`src/rtl/uart_rx_ctrl_if.sv`:
```
// ---------------------------------------------------------------------------
// uart_rx_ctrl_if
//   Bus between the UART RX controller and the rest of the receive path:
//   the serial line and static configuration, the registered results of
//   the sampler and checkers, and the enables and frame status that the
//   controller drives.
//
//   master : the controller (uart_rx_ctrl)
//   slave  : the surrounding receive path (sampler, checkers, deserializer)
//
//   Signals
//     rx_in        serial line, idles high
//     prescale     oversampling ratio (8, 16 or 32)
//     par_en       parity bit present in the frame
//     sampled_bit  majority-voted bit from the sampler
//     strt_glitch  start-checker result, registered
//     par_err      parity-checker result, registered
//     stop_err     stop-checker result, registered
//     edge_cnt     oversample edge index within the current bit
//     bit_cnt      bit index within the frame
//     dat_samp_en  sampler enable
//     strt_chk_en  start-check enable (single cycle)
//     par_chk_en   parity-check enable (single cycle)
//     stop_chk_en  stop-check enable (single cycle)
//     deser_en     deserializer shift strobe (single cycle)
//     data_valid   one-cycle pulse per good frame
//     frame_err    one-cycle pulse per bad frame (stop or parity error)
// ---------------------------------------------------------------------------
interface uart_rx_ctrl_if #(
   parameter int PRESCALE_W = 6
);
   logic                  rx_in;
   logic [PRESCALE_W-1:0] prescale;
   logic                  par_en;
   logic                  sampled_bit;
   logic                  strt_glitch;
   logic                  par_err;
   logic                  stop_err;

   logic [PRESCALE_W-1:0] edge_cnt;
   logic [3:0]            bit_cnt;
   logic                  dat_samp_en;
   logic                  strt_chk_en;
   logic                  par_chk_en;
   logic                  stop_chk_en;
   logic                  deser_en;
   logic                  data_valid;
   logic                  frame_err;

   modport master (
      input  rx_in, prescale, par_en, sampled_bit, strt_glitch, par_err, stop_err,
      output edge_cnt, bit_cnt, dat_samp_en, strt_chk_en, par_chk_en, stop_chk_en,
             deser_en, data_valid, frame_err
   );

   modport slave (
      output rx_in, prescale, par_en, sampled_bit, strt_glitch, par_err, stop_err,
      input  edge_cnt, bit_cnt, dat_samp_en, strt_chk_en, par_chk_en, stop_chk_en,
             deser_en, data_valid, frame_err
   );
endinterface

```
`src/rtl/uart_rx_ctrl.sv`:
```
// ---------------------------------------------------------------------------
// uart_rx_ctrl
//   Receive-path controller for the UART RX. Detects the start edge on
//   rx_in, counts oversampling edges and bit positions, and issues
//   single-cycle enables to the sampler, start/parity/stop checkers and
//   deserializer. It collects the registered check results and emits one
//   data_valid or frame_err pulse per frame.
//
//   Optional feature: define UART_RX_PARITY_EN to include the PARITY state,
//   the parity error flag and par_chk_en. Without it, frames have no parity
//   bit, par_chk_en is tied low, and par_en/par_err are ignored.
//
//   Ports
//     clk    clock
//     rst_n  asynchronous active-low reset
//     bus    uart_rx_ctrl_if.master (line, config, check results in;
//            counters, enables and frame status out)
//
//   Parameters
//     PRESCALE_W  width of prescale / edge_cnt
//     DATA_W      data bits per frame (LSB first)
// ---------------------------------------------------------------------------
module uart_rx_ctrl #(
   parameter int PRESCALE_W = 6,
   parameter int DATA_W     = 8
) (
   input  logic           clk,
   input  logic           rst_n,
   uart_rx_ctrl_if.master bus
);

   localparam logic [2:0] S_IDLE   = 3'd0;
   localparam logic [2:0] S_START  = 3'd1;
   localparam logic [2:0] S_DATA   = 3'd2;
`ifdef UART_RX_PARITY_EN
   localparam logic [2:0] S_PARITY = 3'd3;
`endif
   localparam logic [2:0] S_STOP   = 3'd4;

   localparam logic [3:0] LAST_BIT = 4'(DATA_W - 1);

   logic [2:0]            state, state_nxt;
   logic [PRESCALE_W-1:0] edge_cnt, edge_cnt_nxt;
   logic [3:0]            bit_cnt, bit_cnt_nxt;

   logic [PRESCALE_W-1:0] mid;
   logic [PRESCALE_W-1:0] samp_pt;
   logic [PRESCALE_W-1:0] eval_pt;
   logic [PRESCALE_W-1:0] last_edge;
   logic                  at_samp;
   logic                  at_eval;
   logic                  at_last;
   logic                  stop_eval;
   logic                  par_flag;
   logic                  unused_in;

   // The sampler votes on mid-1, mid, mid+1, so its result (and the point
   // where checkers are enabled) is mid+2; registered check results are
   // available one cycle later at mid+3.
   assign mid       = bus.prescale >> 1;
   assign samp_pt   = mid + PRESCALE_W'(2);
   assign eval_pt   = mid + PRESCALE_W'(3);
   assign last_edge = bus.prescale - PRESCALE_W'(1);

   assign at_samp = (edge_cnt == samp_pt);
   assign at_eval = (edge_cnt == eval_pt);
   assign at_last = (edge_cnt == last_edge);

   always_comb begin
      state_nxt    = state;
      bit_cnt_nxt  = bit_cnt;
      edge_cnt_nxt = at_last ? '0 : edge_cnt + PRESCALE_W'(1);
      case (state)
         S_IDLE: begin
            edge_cnt_nxt = '0;
            bit_cnt_nxt  = '0;
            if (!bus.rx_in) state_nxt = S_START;
         end
         S_START: begin
            // Glitch abort wins over the end-of-bit transition; with
            // prescale 8 both fall on the same edge.
            if (at_eval && bus.strt_glitch) begin
               state_nxt    = S_IDLE;
               edge_cnt_nxt = '0;
            end else if (at_last) begin
               state_nxt   = S_DATA;
               bit_cnt_nxt = '0;
            end
         end
         S_DATA: begin
            if (at_last) begin
               bit_cnt_nxt = bit_cnt + 4'd1;
               if (bit_cnt == LAST_BIT) begin
`ifdef UART_RX_PARITY_EN
                  state_nxt = bus.par_en ? S_PARITY : S_STOP;
`else
                  state_nxt = S_STOP;
`endif
               end
            end
         end
`ifdef UART_RX_PARITY_EN
         S_PARITY: begin
            if (at_last) begin
               bit_cnt_nxt = bit_cnt + 4'd1;
               state_nxt   = S_STOP;
            end
         end
`endif
         S_STOP: begin
            // Leave at mid-bit so a start edge right after the stop bit
            // is seen from IDLE.
            if (at_eval) begin
               state_nxt    = S_IDLE;
               edge_cnt_nxt = '0;
               bit_cnt_nxt  = '0;
            end
         end
         default: begin
            state_nxt    = S_IDLE;
            edge_cnt_nxt = '0;
            bit_cnt_nxt  = '0;
         end
      endcase
   end

   always_ff @(posedge clk or negedge rst_n) begin
      if (!rst_n) begin
         state    <= S_IDLE;
         edge_cnt <= '0;
         bit_cnt  <= '0;
      end else begin
         state    <= state_nxt;
         edge_cnt <= edge_cnt_nxt;
         bit_cnt  <= bit_cnt_nxt;
      end
   end

   assign stop_eval = (state == S_STOP) && at_eval;

`ifdef UART_RX_PARITY_EN
   // Parity result is held until the stop bit is evaluated, then cleared.
   always_ff @(posedge clk or negedge rst_n) begin
      if (!rst_n) begin
         par_flag <= 1'b0;
      end else if (stop_eval) begin
         par_flag <= 1'b0;
      end else if ((state == S_PARITY) && at_eval) begin
         par_flag <= bus.par_err;
      end
   end

   assign bus.par_chk_en = (state == S_PARITY) && at_samp;
   assign unused_in      = &{1'b0, bus.sampled_bit};
`else
   assign par_flag       = 1'b0;
   assign bus.par_chk_en = 1'b0;
   assign unused_in      = &{1'b0, bus.sampled_bit, bus.par_en, bus.par_err};
`endif

   // sampled_bit travels on the bus to the deserializer; this block never
   // needs the bit value itself.

   assign bus.edge_cnt    = edge_cnt;
   assign bus.bit_cnt     = bit_cnt;
   assign bus.dat_samp_en = (state != S_IDLE);
   assign bus.strt_chk_en = (state == S_START) && at_samp;
   assign bus.deser_en    = (state == S_DATA) && at_samp;
   assign bus.stop_chk_en = (state == S_STOP) && at_samp;
   assign bus.data_valid  = stop_eval && !bus.stop_err && !par_flag;
   assign bus.frame_err   = stop_eval && (bus.stop_err || par_flag);

endmodule

```
`src/flat_wrapper.sv`:
```
// flat-port wrapper written by rule: the top's interface ports become plain ports
module uart_rx_ctrl_flat 
#(
   parameter int PRESCALE_W = 6,
   parameter int DATA_W     = 8
)
  (clk, rst_n, bus_rx_in, bus_prescale, bus_par_en, bus_sampled_bit, bus_strt_glitch, bus_par_err, bus_stop_err, bus_edge_cnt, bus_bit_cnt, bus_dat_samp_en, bus_strt_chk_en, bus_par_chk_en, bus_stop_chk_en, bus_deser_en, bus_data_valid, bus_frame_err);
  uart_rx_ctrl_if #(.PRESCALE_W(PRESCALE_W)) bus_i ();
  input  logic clk;
  input  logic rst_n;
  input wire logic [$bits(bus_i.rx_in)-1:0] bus_rx_in;
  input wire logic [$bits(bus_i.prescale)-1:0] bus_prescale;
  input wire logic [$bits(bus_i.par_en)-1:0] bus_par_en;
  input wire logic [$bits(bus_i.sampled_bit)-1:0] bus_sampled_bit;
  input wire logic [$bits(bus_i.strt_glitch)-1:0] bus_strt_glitch;
  input wire logic [$bits(bus_i.par_err)-1:0] bus_par_err;
  input wire logic [$bits(bus_i.stop_err)-1:0] bus_stop_err;
  output wire logic [$bits(bus_i.edge_cnt)-1:0] bus_edge_cnt;
  output wire logic [$bits(bus_i.bit_cnt)-1:0] bus_bit_cnt;
  output wire logic [$bits(bus_i.dat_samp_en)-1:0] bus_dat_samp_en;
  output wire logic [$bits(bus_i.strt_chk_en)-1:0] bus_strt_chk_en;
  output wire logic [$bits(bus_i.par_chk_en)-1:0] bus_par_chk_en;
  output wire logic [$bits(bus_i.stop_chk_en)-1:0] bus_stop_chk_en;
  output wire logic [$bits(bus_i.deser_en)-1:0] bus_deser_en;
  output wire logic [$bits(bus_i.data_valid)-1:0] bus_data_valid;
  output wire logic [$bits(bus_i.frame_err)-1:0] bus_frame_err;
  assign bus_i.rx_in = bus_rx_in;
  assign bus_i.prescale = bus_prescale;
  assign bus_i.par_en = bus_par_en;
  assign bus_i.sampled_bit = bus_sampled_bit;
  assign bus_i.strt_glitch = bus_strt_glitch;
  assign bus_i.par_err = bus_par_err;
  assign bus_i.stop_err = bus_stop_err;
  assign bus_edge_cnt = bus_i.edge_cnt;
  assign bus_bit_cnt = bus_i.bit_cnt;
  assign bus_dat_samp_en = bus_i.dat_samp_en;
  assign bus_strt_chk_en = bus_i.strt_chk_en;
  assign bus_par_chk_en = bus_i.par_chk_en;
  assign bus_stop_chk_en = bus_i.stop_chk_en;
  assign bus_deser_en = bus_i.deser_en;
  assign bus_data_valid = bus_i.data_valid;
  assign bus_frame_err = bus_i.frame_err;
  uart_rx_ctrl #(.PRESCALE_W(PRESCALE_W), .DATA_W(DATA_W)) u_core (.clk(clk), .rst_n(rst_n), .bus(bus_i));
endmodule
```
`config.mk`:
```
export PLATFORM = sky130hd
export DESIGN_NAME = uart_rx_ctrl_flat
export DESIGN_NICKNAME = d
export VERILOG_FILES = /design/src/rtl/uart_rx_ctrl_if.sv /design/src/rtl/uart_rx_ctrl.sv /design/src/flat_wrapper.sv
export SDC_FILE = /design/constraint.sdc
export NUM_CORES = 1
export LEC_CHECK = 0
export BUFFER_PORTS_ARGS = -buffer_cell sky130_fd_sc_hd__buf_2
export CORE_MARGIN = 1.5
export CORE_UTILIZATION = 35
export CTS_CLUSTER_DIAMETER = 50
export DETAILED_ROUTE_END_ITERATION = 8
export RECOVER_POWER = 25
export SYNTH_ARGS = -nofsm -noshare
export SYNTH_HDL_FRONTEND = slang
export SYNTH_SLANG_ARGS = --single-unit
```
`constraint.sdc`:
```
create_clock -name clk -period 2.81 [get_ports clk]
set_clock_uncertainty 0.2 [all_clocks]
set_input_delay 0.4215 -clock clk [delete_from_list [all_inputs] [get_ports clk]]
set_output_delay 0.4215 -clock clk [all_outputs]
set_load 0.01 [all_outputs]
```
=== Word level (Yosys, flattened, before mapping) ===
Index checks and enable logic that the tools add are counted.

* Equality and inequality tests: 14
* Add/subtract/negate cells: 5
* Muxes and demuxes: 16
* Reductions and logical operators: 12

{| class="wikitable"
|+ Operator list
! cell !! count
|-
| == test 6 bit || 3
|-
| two-way mux 3 bit || 6
|-
| two-way mux 6 bit || 3
|-
| case mux 6 bit (3 select lines) || 1
|-
| two-way mux 4 bit || 4
|-
| adder 5 x 2 -> 6 bit, second input constant || 2
|-
| case mux 3 bit (4 select lines) || 1
|-
| case mux 4 bit (3 select lines) || 1
|-
| inequality test 2 x 1 -> 1 bit, second input constant || 4
|-
| logical AND 1 bit || 7
|-
| adder 6 x 1 -> 6 bit, second input constant || 1
|-
| subtractor 6 x 1 -> 6 bit, second input constant || 1
|-
| AND reduction 5 bit || 1
|-
| adder 4 x 1 -> 4 bit, second input constant || 1
|-
| == test 4 x 3 -> 1 bit, second input constant || 1
|-
| inequality test 2 bit, second input constant || 2
|-
| AND reduction 4 bit || 1
|-
| == test 3 x 1 -> 1 bit, second input constant || 1
|-
| == test 3 x 2 -> 1 bit, second input constant || 1
|-
| == test 3 bit, second input constant || 1
|-
| logical NOT 3 bit || 1
|-
| inequality test 3 x 1 -> 1 bit, second input constant || 1
|-
| nonzero test 3 bit || 1
|-
| logical NOT 1 bit || 1
|}

* Flip-flop bits (word level): 13
* Output and inout port bits: 17
* Word-level logic and storage cells: 50
* Input port bits: 14

=== Longest topological paths before layout ===
Gate-level depths: netlist of the first run.

* Depth in word-level cells: 5
* Mapped depth: 8
* Gate-level depth less buffers: 8

=== Worst setup path before layout of the first run ===
OpenSTA, ideal clock, no wires.

* Path type: input -> output
* Start point: input bus_prescale[2]
* End point: output bus_frame_err
* Slack: 0.162 ns
* Stages on the path: 6
* Data required time: 2.189 ns
* Arrival: 2.027 ns
* Path buffers: 0
* Cells stage by stage: inv_1 -> ha_1 -> a21oi_1 -> nor3_1 -> or4_4 -> nor4b_1

* Cells in the longest elaborated chain, start to end: 4

{| class="wikitable"
|+ Ends and longest elaborated chain
! item !! RTL line !! RTL
|-
| start: declaration || flat_wrapper.sv:12 || <nowiki>input wire logic [$bits(bus_i.prescale)-1:0] bus_prescale;</nowiki>
|-
| adder 5 x 2 -> 6 bit || uart_rx_ctrl.sv:62 || <nowiki>assign eval_pt = mid + PRESCALE_W'(3);</nowiki>
|-
| == test 6 bit || uart_rx_ctrl.sv:66 || <nowiki>assign at_eval = (edge_cnt == eval_pt);</nowiki>
|-
| logical AND 1 bit || uart_rx_ctrl.sv:139 || <nowiki>assign stop_eval = (state == S_STOP) && at_eval;</nowiki>
|-
| logical AND 1 bit || uart_rx_ctrl.sv:171 || <nowiki>assign bus.frame_err = stop_eval && (bus.stop_err || par_flag);</nowiki>
|-
| end: declaration || flat_wrapper.sv:26 || <nowiki>output wire logic [$bits(bus_i.frame_err)-1:0] bus_frame_err;</nowiki>
|}

Every way passes these cells.

=== Worst setup path after layout of the first run ===
* Start point: input bus_prescale[2]
* End point: output bus_data_valid

* Cells in the longest elaborated chain, start to end: 4

{| class="wikitable"
|+ Ends and longest elaborated chain
! item !! RTL line !! RTL
|-
| adder 5 x 2 -> 6 bit || uart_rx_ctrl.sv:62 ||
|-
| == test 6 bit || uart_rx_ctrl.sv:66 ||
|-
| logical AND 1 bit || uart_rx_ctrl.sv:139 ||
|-
| logical AND 1 bit || uart_rx_ctrl.sv:170 || <nowiki>assign bus.data_valid = stop_eval && !bus.stop_err && !par_flag;</nowiki>
|-
| end: declaration || flat_wrapper.sv:25 || <nowiki>output wire logic [$bits(bus_i.data_valid)-1:0] bus_data_valid;</nowiki>
|}

Every way passes these cells.

==> results of run 1 <==
-- sequential cells by signal, summed over array words and instances (netlist names) --
signal               flops
u_core.bus.edge_cnt      6
u_core.bus.bit_cnt       4
u_core.state             3
-- logic make-up (layout without fill, tap and decap cells) --
group	after synthesis	count (layout)	share of synthesized area, %
AOI/OAI and AO/OA	30	30	19.8
xor gates and xnor gates	21	21	14.7
adders and majority gates	8	8	8.01
buffers and inverters	20	56	6.71
DFF	13	13	26.0
other	1	1	0.300
and+or+nand+nor	56	56	24.4
-- layout make-up --
| class | instances | share of cell area [%] |
|---|---|---|
| inverters | 13 | 3.12 |
| clock buffers | 3 | 1.44 |
| flip-flops and latches | 13 | 20.8 |
| well taps | 46 | 3.68 |
| multi-input cells | 116 | 55.6 |
| clock inverters | 1 | 0.320 |
| repair buffers | 39 | 15.0 |
-- stage by stage --
| step | util (%) | cell area [um^2] | hold WS [ps] |
|---|---|---|---|
| finish | 46.1 | 1560 | 159 |
| global route | 46.1 | 1560 | 169 |
| CTS | 45.0 | 1530 | 162 |
| detailed placement | 43.6 | 1480 | 120 |
| global placement | 43.6 | 1480 | 117 |
| floorplan | - | 1250 | -74.1 |
-- metal layers --
layer	GRT usage, %	wire (um)
met4	5.00	39
met3	2.88	83
met1	22.0	1490
met2	26.2	1370
met5	0	0
-- Yosys cell counts (4+ instances only) --
cell type / number / area share, %
sky130_fd_sc_hd__nor2_1: 16 / 4.8
sky130_fd_sc_hd__xnor2_1: 14 / 9.8
sky130_fd_sc_hd__dfrtp_1: 13 / 26
sky130_fd_sc_hd__inv_1: 13 / 3.9
sky130_fd_sc_hd__nand3_1: 10 / 4.0
sky130_fd_sc_hd__ha_1: 8 / 8.0
sky130_fd_sc_hd__a21oi_1: 7 / 2.8
sky130_fd_sc_hd__xor2_1: 7 / 4.9
sky130_fd_sc_hd__a31oi_1: 5 / 2.5
sky130_fd_sc_hd__nand2_1: 5 / 1.5
sky130_fd_sc_hd__nor2b_1: 5 / 2.5
sky130_fd_sc_hd__nor4_1: 5 / 2.5
sky130_fd_sc_hd__o21ai_0: 5 / 2.0
sky130_fd_sc_hd__clkbuf_1: 4 / 1.2
-- worst paths after layout --
path,startpoint,to,slack [ps]
setup / recovery,bus_prescale[2],bus_data_valid,70
max in group asynchronous,rst_n,u_core.state[1],1510
hold reg to reg,u_core.bus.bit_cnt[3],u_core.bus.bit_cnt[3],320
hold / removal,bus_rx_in,u_core.state[0],160
min in group asynchronous,rst_n,u_core.bus.edge_cnt[3],470
setup reg to reg,u_core.bus.edge_cnt[0],u_core.bus.edge_cnt[5],220
-- critical path: cells and delay by family --
| family | cells | cell delay [ps] |
|---|---|---|
| adders and majority gates | 1 | 250 |
| and+or+nand+nor | 3 | 870 |
| buffers and inverters | 4 | 430 |
| xor gates and xnor gates | 1 | 140 |
-- power groups by stage --
stage / Combinational (W) / Clock, W / Sequential, W
after CTS: 0.000615 / 0.000116 / 0.000333
after floorplan: 0.000456 / 0 / 0.000312
after global routing: 0.000699 / 0.000128 / 0.000342
after detailed placement: 0.000606 / 0 / 0.000337
after global placement: 0.000591 / 0 / 0.000333
final: 0.000629 / 0.000116 / 0.000334
-- what timing repair did --
item,4_1_cts,5_1_grt
gates cloned,0,0
hold endpoints to repair,13,0
setup endpoints to repair,1,3
hold buffers,1,0
resized for setup,2,6
pin swaps,0,3
buffers inserted,0,2
==> reports/results.ini, run 1 <==
[cts]
maximum_buffer_depth_of_the_clock_tree = 2
tritoncts.num_buffers = 3
worst_setup_hold_path_clk_slew_ps = 70
clk_latency_ps = 280
cts.htree.levels = 1
clock_tree_from_tritoncts = yes
clkSinkCount = 13
root_buffer = sky130_fd_sc_hd__clkbuf_4

[route]
drt_first_iter_violations = 46
vias_per_cell = 5.17
remaining_antenna_violation_count = 0
drtPass1Iterations = 4
vias = 1194
wirelength_mm = 2.98
route.detailed.wl_per_inst_um = 12.9
remaining_drc_errors = 0

[critical_path]
worst_path_cell_chain = buf_6, inv_2, buf_4, ha_4, xor2_1, nand2_1, or4_4, nor4_1, buf_2
critical_path.max_fanout = 4
crit_arrival_ps = 2120
cp_data_required_time_ps = 2190
worst_path_largest_cell_delay_ps = 550
cp_slowest_cell = sky130_fd_sc_hd__or4_4
timing.critical_path.from_type = input pin
timing.critical_path.to_type = primary output
ff2ff_path_depth = 7
critPathKind = in2out

[sta]
setup_tns_ps = 0
final-hold-violation-count = 0
period_needed_ps = 2740
period_share_pct = 97.5
report.final.slew_viol_count = 0
timing.final.ws_setup_ps = 70.1
setup_viol_count_final = 0
rsz0062_at_grt = no
maximum_clock_frequency_ghz = 0.365
tightest_slew_ps = 664
relSlewSlack_pct = 55.8

[power]
total_leakage_power_nw = 0.701
power.share.combinational_pct = 58.3
p_total_w = 0.00108
p_sw_share_pct = 46.0
cell_internal_pwr_w = 0.000582
vdd_drop_max_v = 0.000509
clkPwrFrac_pct = 10.7
power_per_cell_area_nw_per_um2 = 690
power.sequential.fraction_pct = 31.0
netSwitchingPower_w = 0.000496

[grt]
gr-usage-all-layers_pct = 16.2
grt_first_pass_wirelength_mm = 5.11
initial_antenna_violation_count = 0
grt_max_degree = 14
grt_residual_overflow = 0
grt_pass1_vias = 1126

[die]
core-area_um2 = 3390
fp.dieH_um = 62.8
ioPinCount = 31
floorplan.rows = 21
starting_density_of_the_core_pct = 36.9
fp.dieArea_um2 = 3940
die-width_um = 62.8

[logic_synthesis]
synth_sequential_area_ratio_pct = 26.0
yosys_warnings = 0
synth_ff_type = sky130_fd_sc_hd__dfrtp_1
syn_nets = 171
synth.avg_cell_area_um2 = 8.39
netlist-cell-type-count = 40
yosys_register_bits = 13
synthArstFlopShare_pct = 100
synth_cells = 149
synth-edff-count = 0
synth_area_um2 = 1250

[place]
dp_cells = 224
globalplace.congestion = 0.800
detailedPlace.worstSlack_ps = -45.0
detailedPlacementHpwl_mm = 2.43
portBuffers = 26

[min_path]
hold_path_depth = 2
timing.hold.worst.class = in2reg

[layout]
post_layout_nonfiller_instances = 231
layout-drive-gt1-share_pct = 29.2
layout_area_growth_over_synthesis_pct = 25.1
count_of_nets_after_finishing = 208
layout_commonest_cell = sky130_fd_sc_hd__buf_2
mostFrequentLayoutCells = sky130_fd_sc_hd__buf_2, sky130_fd_sc_hd__nor2_1, sky130_fd_sc_hd__xnor2_1, sky130_fd_sc_hd__dfrtp_1
fillers = 351
diodes = 0
multiInputGateArea_um2 = 870
regArea_um2 = 325

[outcome]
outcome = completed

[job]
total_of_max_cap_violations = 0

No activity file was read; power rests on OpenSTA's default activity.
==> inputs of run 2 (changes only) <==
Clock period 2.81 ns to 3.3 ns, I/O delays scaled along.
==> reports/results.ini, run 2 (synthesis gave the netlist of run 1 again) <==
[outcome]
outcome = completed

[cts]
maximum_buffer_depth_of_the_clock_tree = 2
tritoncts.num_buffers = 3
clkSinkCount = 13
cts.htree.levels = 1
root_buffer = sky130_fd_sc_hd__clkbuf_4
clk_latency_ps = 270
post_cts.resized_instances = 0
cts_setup_buffers = 0
cts_hold_buf = 1
worst_setup_hold_path_clk_slew_ps = 70
clock_tree_from_tritoncts = yes

[die]
ioPinCount = 31
fp.dieArea_um2 = 3940
starting_density_of_the_core_pct = 36.9
fp.dieH_um = 62.8
core-area_um2 = 3390
die-width_um = 62.8
floorplan.rows = 21

[layout]
layout_commonest_cell = sky130_fd_sc_hd__buf_2
postLayoutCoreUtil_pct = 42.4
largest_registers = u_core.bus.edge_cnt (6), u_core.bus.bit_cnt (4), u_core.state (3)
flip_flop_count_of_the_largest_register_after_layout = 6
layout_area_growth_over_synthesis_pct = 15.0
mostFrequentLayoutCells = sky130_fd_sc_hd__buf_2, sky130_fd_sc_hd__nor2_1, sky130_fd_sc_hd__xnor2_1, sky130_fd_sc_hd__inv_1, sky130_fd_sc_hd__dfrtp_1
fillers = 337
diodes = 0
regMostFlops = u_core.bus.edge_cnt
post_layout_nonfiller_instances = 219
layout-drive-gt1-share_pct = 20.8
count_of_nets_after_finishing = 196
stdcell_area_um2 = 1440

[sta]
setup_tns_ps = 0
relSlewSlack_pct = 53.9
tightest_slew_ps = 692
maximum_clock_frequency_ghz = 0.325
period_needed_ps = 3080
final-hold-violation-count = 0
period_share_pct = 93.3
rsz0062_at_grt = no
setup_viol_count_final = 0
report.final.slew_viol_count = 0

[critical_path]
critPathKind = in2out
crit_arrival_ps = 2390
timing.critical_path.to_type = primary output
ff2ff_setup_slack_ps = 720
timing.critical_path.from_type = input pin
critical_path.max_fanout = 5
cp_data_required_time_ps = 2600

[grt]
gr-usage-all-layers_pct = 15.5
grt_pass1_vias = 1094
grt_first_pass_wirelength_mm = 4.97
grt_residual_overflow = 0
initial_antenna_violation_count = 0
grt_max_degree = 14

[route]
drt_first_iter_violations = 40
remaining_drc_errors = 0
route.detailed.wl_per_inst_um = 13.2
remaining_antenna_violation_count = 0
wirelength_mm = 2.88
vias_per_cell = 5.24
drtPass1Iterations = 4
vias = 1148

[power]
total_leakage_power_nw = 0.639
power.sequential.fraction_pct = 34.0
p_sw_share_pct = 46.4
cell_internal_pwr_w = 0.000466
power_per_cell_area_nw_per_um2 = 604
power.share.combinational_pct = 54.9
vdd_drop_max_v = 0.000407
clkPwrFrac_pct = 11.1
netSwitchingPower_w = 0.000403

[place]
globalplace.congestion = 0.809
dp_cells = 214
detailedPlacementHpwl_mm = 2.30
dpl_cell_area_um2 = 1400
portBuffers = 26

[min_path]
timing.hold.worst.class = in2reg

[job]
total_of_max_cap_violations = 0

-- run 2: cell types whose count changed in the layout (fill, tap and decap cells not counted), sizes merged --
cell    previous run  this run
clkinv             1         0
clkbuf             4         5
buf               37        25
-- run 2: per-stage QoR --
step	setup slack, ps	hold slack (ps)	total power, W
floorplan	505	-0.591	0.000653
finish	220	240	0.000869
global placement	297	192	0.000759
global route	97.4	237	0.000952
CTS	227	241	0.000880
detailed placement	226	200	0.000778
-- run 2: worst paths after layout --
kind | endpoint | depth (start not counted) | from
max in group asynchronous | u_core.bus.bit_cnt[2] | 2 | rst_n
worst max register to register | u_core.bus.bit_cnt[2] | 6 | u_core.bus.edge_cnt[4]
worst min register to register | u_core.state[1] | 1 | u_core.state[2]
worst max-delay path | bus_frame_err | 8 | bus_prescale[2]
min in group asynchronous | u_core.bus.bit_cnt[1] | 2 | rst_n
worst min-delay path | u_core.state[0] | 2 | bus_rx_in
-- run 2: area by class of cell --
class	instances	area (um^2)	share of cell area [%]
multi-input combinational	116	841	58.5
sequential	13	325	22.6
timing repair buffer	27	139	9.66
tap	46	57.6	4.00
inverter	13	48.8	3.39
clock buffer	4	26.3	1.83
-- run 2: critical path, stage by stage --
cell                      delay [ps]
sky130_fd_sc_hd__buf_2           150
sky130_fd_sc_hd__inv_1           100
sky130_fd_sc_hd__ha_1            200
sky130_fd_sc_hd__a21oi_1         250
sky130_fd_sc_hd__nor3_1          110
sky130_fd_sc_hd__or4_4           590
sky130_fd_sc_hd__nor4b_1         300
sky130_fd_sc_hd__buf_2           180
-- run 2: power by group through the flow --
stage                     Clock (W)  Sequential (W)  Combinational (W)
after CTS                  0.000100        0.000294           0.000485
after floorplan                   0        0.000265           0.000388
final                     0.0000966        0.000295           0.000477
after detailed placement          0        0.000297           0.000481
after global routing       0.000110        0.000307           0.000535
after global placement            0        0.000292           0.000467
-- run 2: routing by layer --
layer  vias to the layer above  routed length, um  GRT usage [%]
li1                        570                  -              -
met1                       549               1440           19.7
met2                        25               1340           27.6
met3                         4                 76           1.98
met4                         0                 25           4.17
met5                         -                  0              0
==> inputs of run 3 (changes only) <==
Settings changed: CORE_ASPECT_RATIO set to 1.5.
==> reports/results.ini, run 3 (synthesis gave the netlist of run 1 again) <==
[layout]
layout-drive-gt1-share_pct = 21.8
layout_area_growth_over_synthesis_pct = 16.8
regArea_um2 = 325
mostFrequentLayoutCells = sky130_fd_sc_hd__buf_2, sky130_fd_sc_hd__nor2_1, sky130_fd_sc_hd__xnor2_1, sky130_fd_sc_hd__inv_1, sky130_fd_sc_hd__dfrtp_1
count_of_nets_after_finishing = 197
layout_commonest_cell = sky130_fd_sc_hd__buf_2
multiInputGateArea_um2 = 841
largest_registers = u_core.bus.edge_cnt (6), u_core.bus.bit_cnt (4), u_core.state (3)
regMostFlops = u_core.bus.edge_cnt
diodes = 0
fillers = 349
flip_flop_count_of_the_largest_register_after_layout = 6

[grt]
gr-usage-all-layers_pct = 15.6
grt_max_degree = 14
grt_pass1_vias = 1075
grt_first_pass_wirelength_mm = 4.86
grt_residual_overflow = 0
initial_antenna_violation_count = 0

[route]
drt_first_iter_violations = 27
remaining_drc_errors = 0
remaining_antenna_violation_count = 0
route.detailed.wl_per_inst_um = 13.7
vias = 1142
drtPass1Iterations = 4
wirelength_mm = 2.95
vias_per_cell = 5.29

[sta]
tightest_slew_ps = 716
report.final.slew_viol_count = 0
period_share_pct = 93.3
rsz0062_at_grt = no
setup_viol_count_final = 0
period_needed_ps = 3080
maximum_clock_frequency_ghz = 0.325
final-hold-violation-count = 0
setup_tns_ps = 0
relSlewSlack_pct = 52.3

[cts]
cts_setup_buffers = 0
clk_latency_ps = 240
cts.htree.levels = 1
tritoncts.num_buffers = 3
root_buffer = sky130_fd_sc_hd__clkbuf_8
clkSinkCount = 13
maximum_buffer_depth_of_the_clock_tree = 2
clock_tree_from_tritoncts = yes
worst_setup_hold_path_clk_slew_ps = 60

[critical_path]
ff2ff_setup_slack_ps = 710
critPathMostFrequentCell = sky130_fd_sc_hd__buf_2
worst_path_largest_cell_delay_ps = 580
crit_arrival_ps = 2380
critPathKind = in2out
crit_buf_inv = 3
critical_path.max_fanout = 5
ff2ff_path_depth = 6
timing.critical_path.depth = 8
timing.critical_path.to_type = primary output
cp_top_family = simple AND/OR/NAND/NOR gates
cp_data_required_time_ps = 2600
cp_slowest_cell = sky130_fd_sc_hd__or4_4
worst_path_cell_chain = buf_2, inv_1, ha_1, a21oi_1, nor3_1, or4_4, nor4b_1, buf_2
timing.critical_path.from_type = input pin

[power]
vdd_drop_max_v = 0.000414
power_per_cell_area_nw_per_um2 = 636
p_total_w = 0.000929
total_leakage_power_nw = 0.654

[place]
portBuffers = 26
detailedPlacementHpwl_mm = 2.34
globalplace.congestion = 0.839

[die]
ioPinCount = 31
die-width_um = 51.8
floorplan.rows = 26
starting_density_of_the_core_pct = 36.6
core-area_um2 = 3420
fp.dieH_um = 76.2
fp.dieArea_um2 = 3950

[min_path]
hold_path_depth = 2
timing.hold.worst.class = in2reg

[outcome]
outcome = completed

[job]
total_of_max_cap_violations = 0

run 3: timing repair:
action | CTS | global route
hold endpoints to repair | 13 | 0
setup endpoints to repair | 0 | 0
hold buffers | 1 | 0
resized for setup | 0 | 0
run 3: worst paths after layout:
check | from | end
min in group asynchronous | rst_n | u_core.state[2]
max in group asynchronous | rst_n | u_core.bus.edge_cnt[3]
min | bus_rx_in | u_core.state[0]
max reg2reg | u_core.bus.edge_cnt[4] | u_core.bus.bit_cnt[0]
max | bus_prescale[2] | bus_frame_err
min reg2reg | u_core.state[2] | u_core.state[1]
run 3: where the power goes:
part           total, W  switching (W)  internal, W
logic          0.000503       0.000279     0.000224
clock network  0.000140      0.0000572    0.0000833
registers      0.000286      0.0000841     0.000202
run 3: layout make-up:
type | instances | area share [%]
flip-flops and latches | 13 | 22.3
multi-input cells | 116 | 57.6
repair buffers | 28 | 10.0
clock buffers | 3 | 2.83
well taps | 42 | 3.60
clock inverters | 1 | 0.343
inverters | 13 | 3.34
run 3: layer usage:
layer  GRT usage [%]  wire, um  vias to the layer above
li1                -         -                      572
met1            19.7      1320                      543
met2            27.7      1520                       25
met3            1.76        97                        2
met4            3.16        15                        0
met5               0         0                        -
run 3: worst register-to-register path, cell delays in order (launching register included):
cell                        delay, ps
sky130_fd_sc_hd__dfrtp_1          460
sky130_fd_sc_hd__xnor2_1          190
sky130_fd_sc_hd__or3_4            390
sky130_fd_sc_hd__a2111oi_4        550
sky130_fd_sc_hd__nand2_4          160
sky130_fd_sc_hd__a311oi_4         380
sky130_fd_sc_hd__a31oi_1          140
run 3: metrics by stage:
| step | cells | setup WS (ps) | instance area (um^2) | hold WS (ps) | utilization, % |
|---|---|---|---|---|---|
| 6_report | 216 | 222 | 1460 | 262 | 42.7 |
| 4_1_cts | 216 | 216 | 1460 | 260 | 42.8 |
| 5_1_grt | 216 | 53.8 | 1460 | 276 | 42.7 |
| 3_5_place_dp | 211 | 219 | 1410 | 197 | 41.1 |
| 2_1_floorplan | 149 | 505 | 1250 | -0.591 | - |
| 3_3_place_gp | 211 | 281 | 1410 | 195 | 41.1 |
